## config.mk

```make
export PLATFORM = sky130hd
export DESIGN_NAME = cpu_execute_unit_flat
export DESIGN_NICKNAME = d
export VERILOG_FILES = /design/src/rtl/cpu_execute_unit_if.sv /design/src/rtl/cpu_execute_unit.sv /design/src/flat_wrapper.sv
export SDC_FILE = /design/constraint.sdc
export NUM_CORES = 1
export LEC_CHECK = 0
export CAP_MARGIN = 20
export CORE_ASPECT_RATIO = 1.75
export CORE_MARGIN = 5
export CORE_UTILIZATION = 45
export DETAILED_ROUTE_END_ITERATION = 7
export PLACE_DENSITY = 0.83
export SLEW_MARGIN = 20
export SYNTH_ARGS = -nofsm -noshare
export SYNTH_HDL_FRONTEND = slang
export SYNTH_SLANG_ARGS = --single-unit
export TNS_END_PERCENT = 100
```

## constraint.sdc

```tcl
create_clock -name CLK -period 0.8 [get_ports CLK]
set_clock_uncertainty 0.2 [all_clocks]
set_input_delay 0.12 -clock CLK [delete_from_list [all_inputs] [get_ports CLK]]
set_output_delay 0.12 -clock CLK [all_outputs]
set_load 0.05 [all_outputs]
```

## src/rtl/cpu_execute_unit_if.sv

```systemverilog
// Execute-stage bus: decoded instruction fields in,
// registered write-back and branch decision out.
interface cpu_execute_unit_if #(
  parameter int DATA_W = 8
);
  logic [7:0]        OPCODE;
  logic [DATA_W-1:0] DATA1;
  logic [DATA_W-1:0] DATA2;
  logic [DATA_W-1:0] IMMEDIATE;
  logic [DATA_W-1:0] RESULT;
  logic              ZERO;
  logic              WRITEENABLE;
  logic              PCSELECT;
  logic [2:0]        ALUOP;
  logic              ILLEGAL;

  modport master (
    output OPCODE, DATA1, DATA2, IMMEDIATE,
    input  RESULT, ZERO, WRITEENABLE,
    input  PCSELECT, ALUOP, ILLEGAL
  );

  modport slave (
    input  OPCODE, DATA1, DATA2, IMMEDIATE,
    output RESULT, ZERO, WRITEENABLE,
    output PCSELECT, ALUOP, ILLEGAL
  );
endinterface

```

## src/rtl/cpu_execute_unit.sv

```systemverilog
// Execute stage: decode, operand conditioning, ALU and
// branch decision, all captured in one output register.
module cpu_execute_unit #(
  parameter int DATA_W = 8
) (
  input logic CLK,
  input logic RESET,
  cpu_execute_unit_if.slave bus
);

  typedef enum logic [2:0] {
    ALU_FWD = 3'b000,
    ALU_ADD = 3'b001,
    ALU_AND = 3'b010,
    ALU_OR  = 3'b011
  } aluop_e;

  aluop_e            aluop_d;
  logic              neg;
  logic              immsel;
  logic              we_d;
  logic              jump;
  logic              beq;
  logic              bne;
  logic              ill_d;
  logic [DATA_W-1:0] negv;
  logic [DATA_W-1:0] op2;
  logic [DATA_W-1:0] result_d;
  logic              zero_d;
  logic              pcsel_d;

  logic [DATA_W-1:0] result_q;
  logic              zero_q;
  logic              we_q;
  logic              pcsel_q;
  logic [2:0]        aluop_q;
  logic              ill_q;

  // Opcode decode into ALU op and control strobes
  always_comb begin
    aluop_d = ALU_FWD;
    neg     = 1'b0;
    immsel  = 1'b0;
    we_d    = 1'b0;
    jump    = 1'b0;
    beq     = 1'b0;
    bne     = 1'b0;
    ill_d   = 1'b0;
    case (bus.OPCODE)
      8'h00: begin
        immsel = 1'b1;
        we_d   = 1'b1;
      end
      8'h01: we_d = 1'b1;
      8'h02: begin
        aluop_d = ALU_ADD;
        we_d    = 1'b1;
      end
      8'h03: begin
        aluop_d = ALU_ADD;
        neg     = 1'b1;
        we_d    = 1'b1;
      end
      8'h04: begin
        aluop_d = ALU_AND;
        we_d    = 1'b1;
      end
      8'h05: begin
        aluop_d = ALU_OR;
        we_d    = 1'b1;
      end
      8'h06: jump = 1'b1;
      8'h07: begin
        aluop_d = ALU_ADD;
        neg     = 1'b1;
        beq     = 1'b1;
      end
      8'h08: begin
        aluop_d = ALU_ADD;
        neg     = 1'b1;
        bne     = 1'b1;
      end
      default: ill_d = 1'b1;
    endcase
  end

  // Two's complement of DATA2 and operand-2 select
  always_comb begin
    negv = ~bus.DATA2 + DATA_W'(1);
    if (immsel)
      op2 = bus.IMMEDIATE;
    else if (neg)
      op2 = negv;
    else
      op2 = bus.DATA2;
  end

  // ALU, zero flag and branch decision
  always_comb begin
    result_d = '0;
    case (aluop_d)
      ALU_FWD: result_d = op2;
      ALU_ADD: result_d = bus.DATA1 + op2;
      ALU_AND: result_d = bus.DATA1 & op2;
      ALU_OR:  result_d = bus.DATA1 | op2;
      default: result_d = '0;
    endcase
    zero_d  = (result_d == '0);
    pcsel_d = jump | (beq & zero_d) |
              (bne & ~zero_d);
  end

  // Output register, cleared asynchronously by RESET
  always_ff @(posedge CLK or negedge RESET) begin
    if (!RESET) begin
      result_q <= '0;
      zero_q   <= 1'b0;
      we_q     <= 1'b0;
      pcsel_q  <= 1'b0;
      aluop_q  <= 3'b000;
      ill_q    <= 1'b0;
    end else begin
      result_q <= result_d;
      zero_q   <= zero_d;
      we_q     <= we_d;
      pcsel_q  <= pcsel_d;
      aluop_q  <= aluop_d;
      ill_q    <= ill_d;
    end
  end

  assign bus.RESULT      = result_q;
  assign bus.ZERO        = zero_q;
  assign bus.WRITEENABLE = we_q;
  assign bus.PCSELECT    = pcsel_q;
  assign bus.ALUOP       = aluop_q;
  assign bus.ILLEGAL     = ill_q;

endmodule

```

## src/flat_wrapper.sv

```systemverilog
// flat-port wrapper written by rule: the top's interface ports become plain ports
module cpu_execute_unit_flat 
#(
  parameter int DATA_W = 8
)
  (CLK, RESET, bus_OPCODE, bus_DATA1, bus_DATA2, bus_IMMEDIATE, bus_RESULT, bus_ZERO, bus_WRITEENABLE, bus_PCSELECT, bus_ALUOP, bus_ILLEGAL);
  cpu_execute_unit_if #(.DATA_W(DATA_W)) bus_i ();
  input logic CLK;
  input logic RESET;
  input wire logic [$bits(bus_i.OPCODE)-1:0] bus_OPCODE;
  input wire logic [$bits(bus_i.DATA1)-1:0] bus_DATA1;
  input wire logic [$bits(bus_i.DATA2)-1:0] bus_DATA2;
  input wire logic [$bits(bus_i.IMMEDIATE)-1:0] bus_IMMEDIATE;
  output wire logic [$bits(bus_i.RESULT)-1:0] bus_RESULT;
  output wire logic [$bits(bus_i.ZERO)-1:0] bus_ZERO;
  output wire logic [$bits(bus_i.WRITEENABLE)-1:0] bus_WRITEENABLE;
  output wire logic [$bits(bus_i.PCSELECT)-1:0] bus_PCSELECT;
  output wire logic [$bits(bus_i.ALUOP)-1:0] bus_ALUOP;
  output wire logic [$bits(bus_i.ILLEGAL)-1:0] bus_ILLEGAL;
  assign bus_i.OPCODE = bus_OPCODE;
  assign bus_i.DATA1 = bus_DATA1;
  assign bus_i.DATA2 = bus_DATA2;
  assign bus_i.IMMEDIATE = bus_IMMEDIATE;
  assign bus_RESULT = bus_i.RESULT;
  assign bus_ZERO = bus_i.ZERO;
  assign bus_WRITEENABLE = bus_i.WRITEENABLE;
  assign bus_PCSELECT = bus_i.PCSELECT;
  assign bus_ALUOP = bus_i.ALUOP;
  assign bus_ILLEGAL = bus_i.ILLEGAL;
  cpu_execute_unit #(.DATA_W(DATA_W)) u_core (.CLK(CLK), .RESET(RESET), .bus(bus_i));
endmodule
```

* Yosys cells after proc, flatten, opt, wreduce, memory -nomap -nowiden
Index checks and enable logic that the tools add are counted.
** Storage, ports and cells
- Logic and storage cells :: 45
- Input bits :: 34
- Flip-flop bits (word level) :: 14
** Operators by class
- Bitwise gates (word level) :: 8
- Reductions and logical operators :: 7
- Add/sub/neg operators :: 2
- Multiplexer cells :: 11
- Equal/unequal tests :: 11
** Operators with widths (count)
- 8-bit by 3-bit equality test with 1-bit output (second input constant) :: 4
- 8-bit case mux with 4 select lines :: 1
- 8-bit by 2-bit equality test with 1-bit output (second input constant) :: 2
- 8-bit zero test :: 2
- 8-bit two-way mux :: 2
- 9-bit OR reduction :: 1
- 8-bit by 1-bit adder with 8-bit output (second input constant) :: 1
- 8-bit adder :: 1
- 8-bit bitwise AND :: 1
- 8-bit by 1-bit equality test with 1-bit output (second input constant) :: 1
- 8-bit by 4-bit equality test with 1-bit output (second input constant) :: 1
- 8-bit inverter :: 1
- 8-bit bitwise OR :: 1
- 1-bit two-way mux :: 7
- 2-bit case mux with 3 select lines :: 1
- 6-bit OR reduction :: 1
- 2-bit equality test (second input constant) :: 2
- 4-bit OR reduction :: 1
- 3-bit zero test :: 1
- 3-bit OR reduction :: 1
- 1-bit bitwise AND :: 2
- 2-bit by 1-bit equality test with 1-bit output (second input constant) :: 1
- 1-bit bitwise OR :: 2
- 1-bit inverter :: 1

* Logic depth before layout (Yosys ltp)
- Depth after elaboration :: 11
- Mapped depth :: 16
- Gate-level depth less buffers :: 15

* Worst setup path after synthesis
Ideal clock, no wire load.
- Path kind :: input port to flip-flop
- Start :: in bus_OPCODE[0]
- End :: reg u_core.pcsel_q (netlist: u_core.bus.PCSELECT)
- Path slack :: -2952 ps
- Required time :: 465 ps
- Stages :: 15
- Buffers on the path :: 2
- Data arrival time :: 3417 ps
- Cell sequence :: buf_6 > or4b_4 > buf_6 > a221oi_2 > mux2_4 > nor2_1 > inv_1 > ha_1 > a21o_1 > and3_1 > a2111o_1 > and3_1 > o32ai_2 > nand4bb_1 > nand3_1
** On the way
- Longest elaborated chain between the ends :: 11
- Elaborated cells between the ends (all ways) :: 32
- Those cells by class :: add/sub: 1; eq/ne: 10; mux: 9; bitwise: 7; reduce/logical: 5
** Ends and longest elaborated chain
- from (decl) :: RTL line flat_wrapper.sv:10 : input wire logic [$bits(bus_i.OPCODE)-1:0] bus_OPCODE;
- 8-bit by 2-bit equality test with 1-bit output (tied with other cells) :: RTL line cpu_execute_unit.sv:49 : case (bus.OPCODE)
- 3-bit OR reduction (no source line)
- 1-bit two-way mux :: RTL line cpu_execute_unit.sv:49
- 8-bit two-way mux :: RTL line cpu_execute_unit.sv:92 : else if (neg)
- 8-bit two-way mux :: RTL line cpu_execute_unit.sv:90 : if (immsel)
- 8-bit adder (tied with other cells) :: RTL line cpu_execute_unit.sv:103 : ALU_ADD: result_d = bus.DATA1 + op2;
- 8-bit case mux with 4 select lines (*) :: RTL line cpu_execute_unit.sv:101 : case (aluop_d)
- named net u_core.result_d[7] :: RTL line cpu_execute_unit.sv:28 : logic [DATA_W-1:0] result_d;
- 8-bit zero test (*) :: RTL line cpu_execute_unit.sv:108 : zero_d = (result_d == '0);
- 1-bit bitwise AND / 1-bit inverter (equally long branches) :: RTL line cpu_execute_unit.sv:109, cpu_execute_unit.sv:110
- 1-bit bitwise OR / 1-bit bitwise AND (equally long branches) :: RTL line cpu_execute_unit.sv:109, cpu_execute_unit.sv:110
- 1-bit bitwise OR (*) :: RTL line cpu_execute_unit.sv:109 : pcsel_d = jump | (beq & zero_d) |
- named net u_core.pcsel_d :: RTL line cpu_execute_unit.sv:30 : logic pcsel_d;
- to (signal assigned) :: RTL line cpu_execute_unit.sv:126 : pcsel_q <= pcsel_d;
- to (decl) :: RTL line cpu_execute_unit.sv:35 : logic pcsel_q;
Mark *: on every way through the listed nets, which the timed path passes. The rest lies on a longest branch.

* Worst setup path in the final report
- Start :: in bus_OPCODE[6]
- End :: reg u_core.pcsel_q (netlist: u_core.bus.PCSELECT)
** On the way
- Longest elaborated chain between the ends :: 11
- Elaborated cells between the ends (all ways) :: 32
- Those cells by class :: add/sub: 1; eq/ne: 10; mux: 9; bitwise: 7; reduce/logical: 5
** Ends and longest elaborated chain (RTL line)
- 8-bit by 2-bit equality test with 1-bit output (tied with other cells) :: cpu_execute_unit.sv:49
- 3-bit OR reduction (no source line)
- 1-bit two-way mux :: cpu_execute_unit.sv:49
- 8-bit two-way mux :: cpu_execute_unit.sv:92
- 8-bit two-way mux :: cpu_execute_unit.sv:90
- 8-bit adder (tied with other cells) :: cpu_execute_unit.sv:103
- 8-bit case mux with 4 select lines :: cpu_execute_unit.sv:101
- 8-bit zero test :: cpu_execute_unit.sv:108
- 1-bit bitwise AND / 1-bit inverter (equally long branches) :: cpu_execute_unit.sv:109, cpu_execute_unit.sv:110
- 1-bit bitwise OR / 1-bit bitwise AND (equally long branches) :: cpu_execute_unit.sv:109, cpu_execute_unit.sv:110
- 1-bit bitwise OR (*) :: cpu_execute_unit.sv:109
- named net u_core.pcsel_d :: cpu_execute_unit.sv:30
Marked as above.

==> results.md <==
* Placed cells at around 370
* Setup ws final at -2.98 ns
* Placer Congestion at roughly 1
* Final Core Density at 0.946
* Final WL at roughly 11000 um
* CTS clk-pin slew, worst paths at around 0.060 ns
* Top delay family on crit path: compound AO/OA/AOI/OAI gates
* Critical path buffer and inverter count at 2
* Comb pwr share at 0.568
* Port Buffers at 47
* Layout cell share with drive strength beyond 1 at 0.593
* N_diodes at 0
* Peak VDD IR at around 1.3 mV
* RSZ-0062 raised after global routing: yes
* Unique masters post-synth at 65
* Worst hold path type: primary input to asynchronous set/reset pin
* Max-slew violation count at 0
* Die H at ~95 um
* Critical path origin: bus_OPCODE[6]
* Post-Place Cell Area at 3050 sq um
* Pwr Total at ~3.3 mW
* FMAX at between 200 and 300 MHz
* Area Growth Syn to Fin at 101%
* WP data arrival at 3.70 ns
* Slew @ Worst Pin at 0.540 ns
* Clock Path Buffers at 2
* # hold bufs at CTS at 0
* Outcome: finished, violations left
* Register area share after synthesis at 0.191
* Final cell count without fillers at 397
* Switching Share at 0.386
* Max stage delay on crit path at between 0.6 and 0.7 ns
* Cell Pwr Density at around 900 nW/um^2
* H-tree levels at 1
* Yosys warns at 0
* Fin Setup TNS at -31.05 ns
* Largest net degree at the start of global routing at 17
* #FFs+latches synth at 14
* Worst Setup Start Kind: primary input
* Clock share of power at 0.195
* GRT Residual Overflow at 0
* Gr usage total at 0.307
* Syn_area_per_cell at 8.58 sq um
* Global-route wire length before repair at ~13000 um
* Full die area at ~5500 sq um
* Most used DFF post-synth: dfrtp_1
* Leak pwr at 1.61 nW
* CTS Root Buffer Type: clkbuf_8
* CTS tree: yes
* Final instance area at around 3700 sq um
* Max-Cap Viols at 0
* Post-Place Setup Slack at -3.19 ns
* Setup crit end kind: register
* Core area at between 3000 and 4000 sq um
* Die width at 58.3 um
* Violated checks: hold timing, setup timing
* Mapped Cells at about 210
* Cell area after synthesis at 1840 sq um
* Required time worst endpoint at 0.72 ns
* CTS sink cnt at 14
* Mapped Nets at between 200 and 300
* Final Setup Violations at 28
* HPWL after detailed placement at ~5100 um
* Drt pass-1 iters at 5
* Vias in the first global route at around 2600
* Total CTS buffers at 3
* Final hold slack at -0.00753 ns
* Max FO, Critical Path at 6
* DRC at 0
* Power Internal at around 2 mW
* CP Class: primary input to register
* Per-cell routed wire length at around 28 um
* CP Cell Sequence: buf_6 > or4_4 > buf_12 > nor3_4 > nor2_1 > a21o_1 > ha_4 > or2_4 > a32o_1 > a32o_2 > a211oi_1 > o2111ai_2 > o41ai_1 > nand3_1
* Final hold vios at 14
* Final nets at 403
* Min Tclk post-route at between 3 and 4 ns
* Wl on met1 at around 3500 um
* Rows at 30
* Sequential power share at 0.237
* EDFF count, synth at 0
* Initial Util at 0.471
* WL met2 at roughly 5500 um
* CP max stage cell: or4_4
* Net load switching power at 1.26 mW
* Final period utilization at 4.72
* Final ANT Viol Nets at 0
* Vias per cell at around 6.6
* Max layer used: met4
* Io pins at a little under 50
* Initial antenna violation count at 0
* Via count at between 2000 and 3000
* DR WL met3 at approximately 870 um
* Worst rel slew slack at 0.637
* DRT iter0 DRCs at 215
* Synth async-reset ratio at 1.00
-- power groups by stage --
stage                     clock [mW]  sequential [mW]  combinational, mW
after global placement             0            0.782               1.30
after detailed placement           0            0.785               1.35
after global routing           0.661            0.774               1.91
after floorplan                    0            0.880              0.548
after CTS                      0.588            0.773               1.53
final                          0.636            0.774               1.85
-- layout by cell type (no fill, tap or decap), drive strengths merged, types with 4 or more instances in the layout --
| master | instances |
|---|---|
| a211oi | 5 |
| a21o | 4 |
| a21oi | 11 |
| a31oi | 7 |
| and3 | 4 |
| buf | 116 |
| clkbuf | 5 |
| clkdlybuf4s50 | 23 |
| dfrtp | 14 |
| ha | 18 |
| inv | 24 |
| mux2i | 4 |
| nand2 | 12 |
| nand3 | 5 |
| nor2 | 15 |
| nor3 | 7 |
| nor4 | 4 |
| o21ai | 10 |
-- registers in the layout (all words and copies together) (netlist names) --
signal and flops:
u_core.bus.ALUOP 2, u_core.bus.ILLEGAL 1, u_core.bus.PCSELECT 1, u_core.bus.RESULT 8
u_core.bus.WRITEENABLE 1, u_core.bus.ZERO 1
-- cell usage after synthesis, types with 2 or more instances --
cell | instances | share of area
o21ai_0 | 7 | 0.019
nor3_1 | 5 | 0.014
or4_1 | 2 | 0.0082
nor2_1 | 14 | 0.029
buf_6 | 3 | 0.018
mux2i_1 | 4 | 0.022
buf_2 | 2 | 0.0054
a221oi_2 | 2 | 0.016
nand2_1 | 12 | 0.025
o21a_1 | 2 | 0.0082
buf_4 | 2 | 0.0082
nor2b_1 | 3 | 0.010
nand3_1 | 5 | 0.014
nor4_4 | 2 | 0.023
and3_1 | 4 | 0.014
o211ai_1 | 3 | 0.012
dfrtp_1 | 14 | 0.19
nor3b_1 | 2 | 0.0082
clkbuf_1 | 3 | 0.0061
ha_1 | 18 | 0.12
a21o_1 | 4 | 0.016
a32o_1 | 3 | 0.016
o21ai_1 | 2 | 0.0054
o21bai_1 | 2 | 0.0082
and2_1 | 3 | 0.010
a21oi_1 | 11 | 0.030
inv_1 | 23 | 0.047
nand3b_1 | 2 | 0.0082
a31oi_1 | 7 | 0.024
nor4_1 | 2 | 0.0068
o211a_1 | 2 | 0.011
or3_1 | 3 | 0.010
or2_2 | 2 | 0.0068
a211oi_1 | 4 | 0.016
nand2b_1 | 3 | 0.010
xor2_1 | 3 | 0.014
-- timing repair --
item / in CTS / in global routing
pin swaps: 27 / 20
setup endpoints to repair: 28 / 28
buffers inserted: 18 / 8
gates resized for setup: 80 / 33
-- layer usage --
layer | global-route usage | up-vias
met2 | 0.576 | 233
met3 | 0.0287 | 95
li1 | - | 1055
met4 | 0.193 | 0
met5 | 0 | -
met1 | 0.311 | 1246
-- kinds of logic after synthesis --
kind of cell | after synthesis | synth area share
AOI/OAI and AO/OA | 63 | 0.282
xor gates and xnor gates | 4 | 0.0191
adders and majority gates | 19 | 0.134
buffers and inverters | 35 | 0.0892
DFF | 14 | 0.191
muxes | 5 | 0.0300
other | 1 | 0.00204
and+or+nand+nor | 73 | 0.253
-- path summary, 6_finish.rpt --
path	end	slack (ns)	cells past startpoint
worst min-delay path	u_core.bus.RESULT[1]	-0.008	2
min in group CLK	u_core.bus.WRITEENABLE	0.04	3
worst max-delay path	u_core.bus.PCSELECT	-2.98	14
max in group asynchronous	u_core.bus.WRITEENABLE	0.28	2
-- layout make-up --
cell class              instances  area (sq um)
flip-flops and latches         14           367
fillers                        98           210
inverters                      24          92.6
well taps                      48          60.1
clock buffers                   4          45.0
repair buffers                142          1400
multi-input cells             165          1730
(Power assumes the default switching activity.)
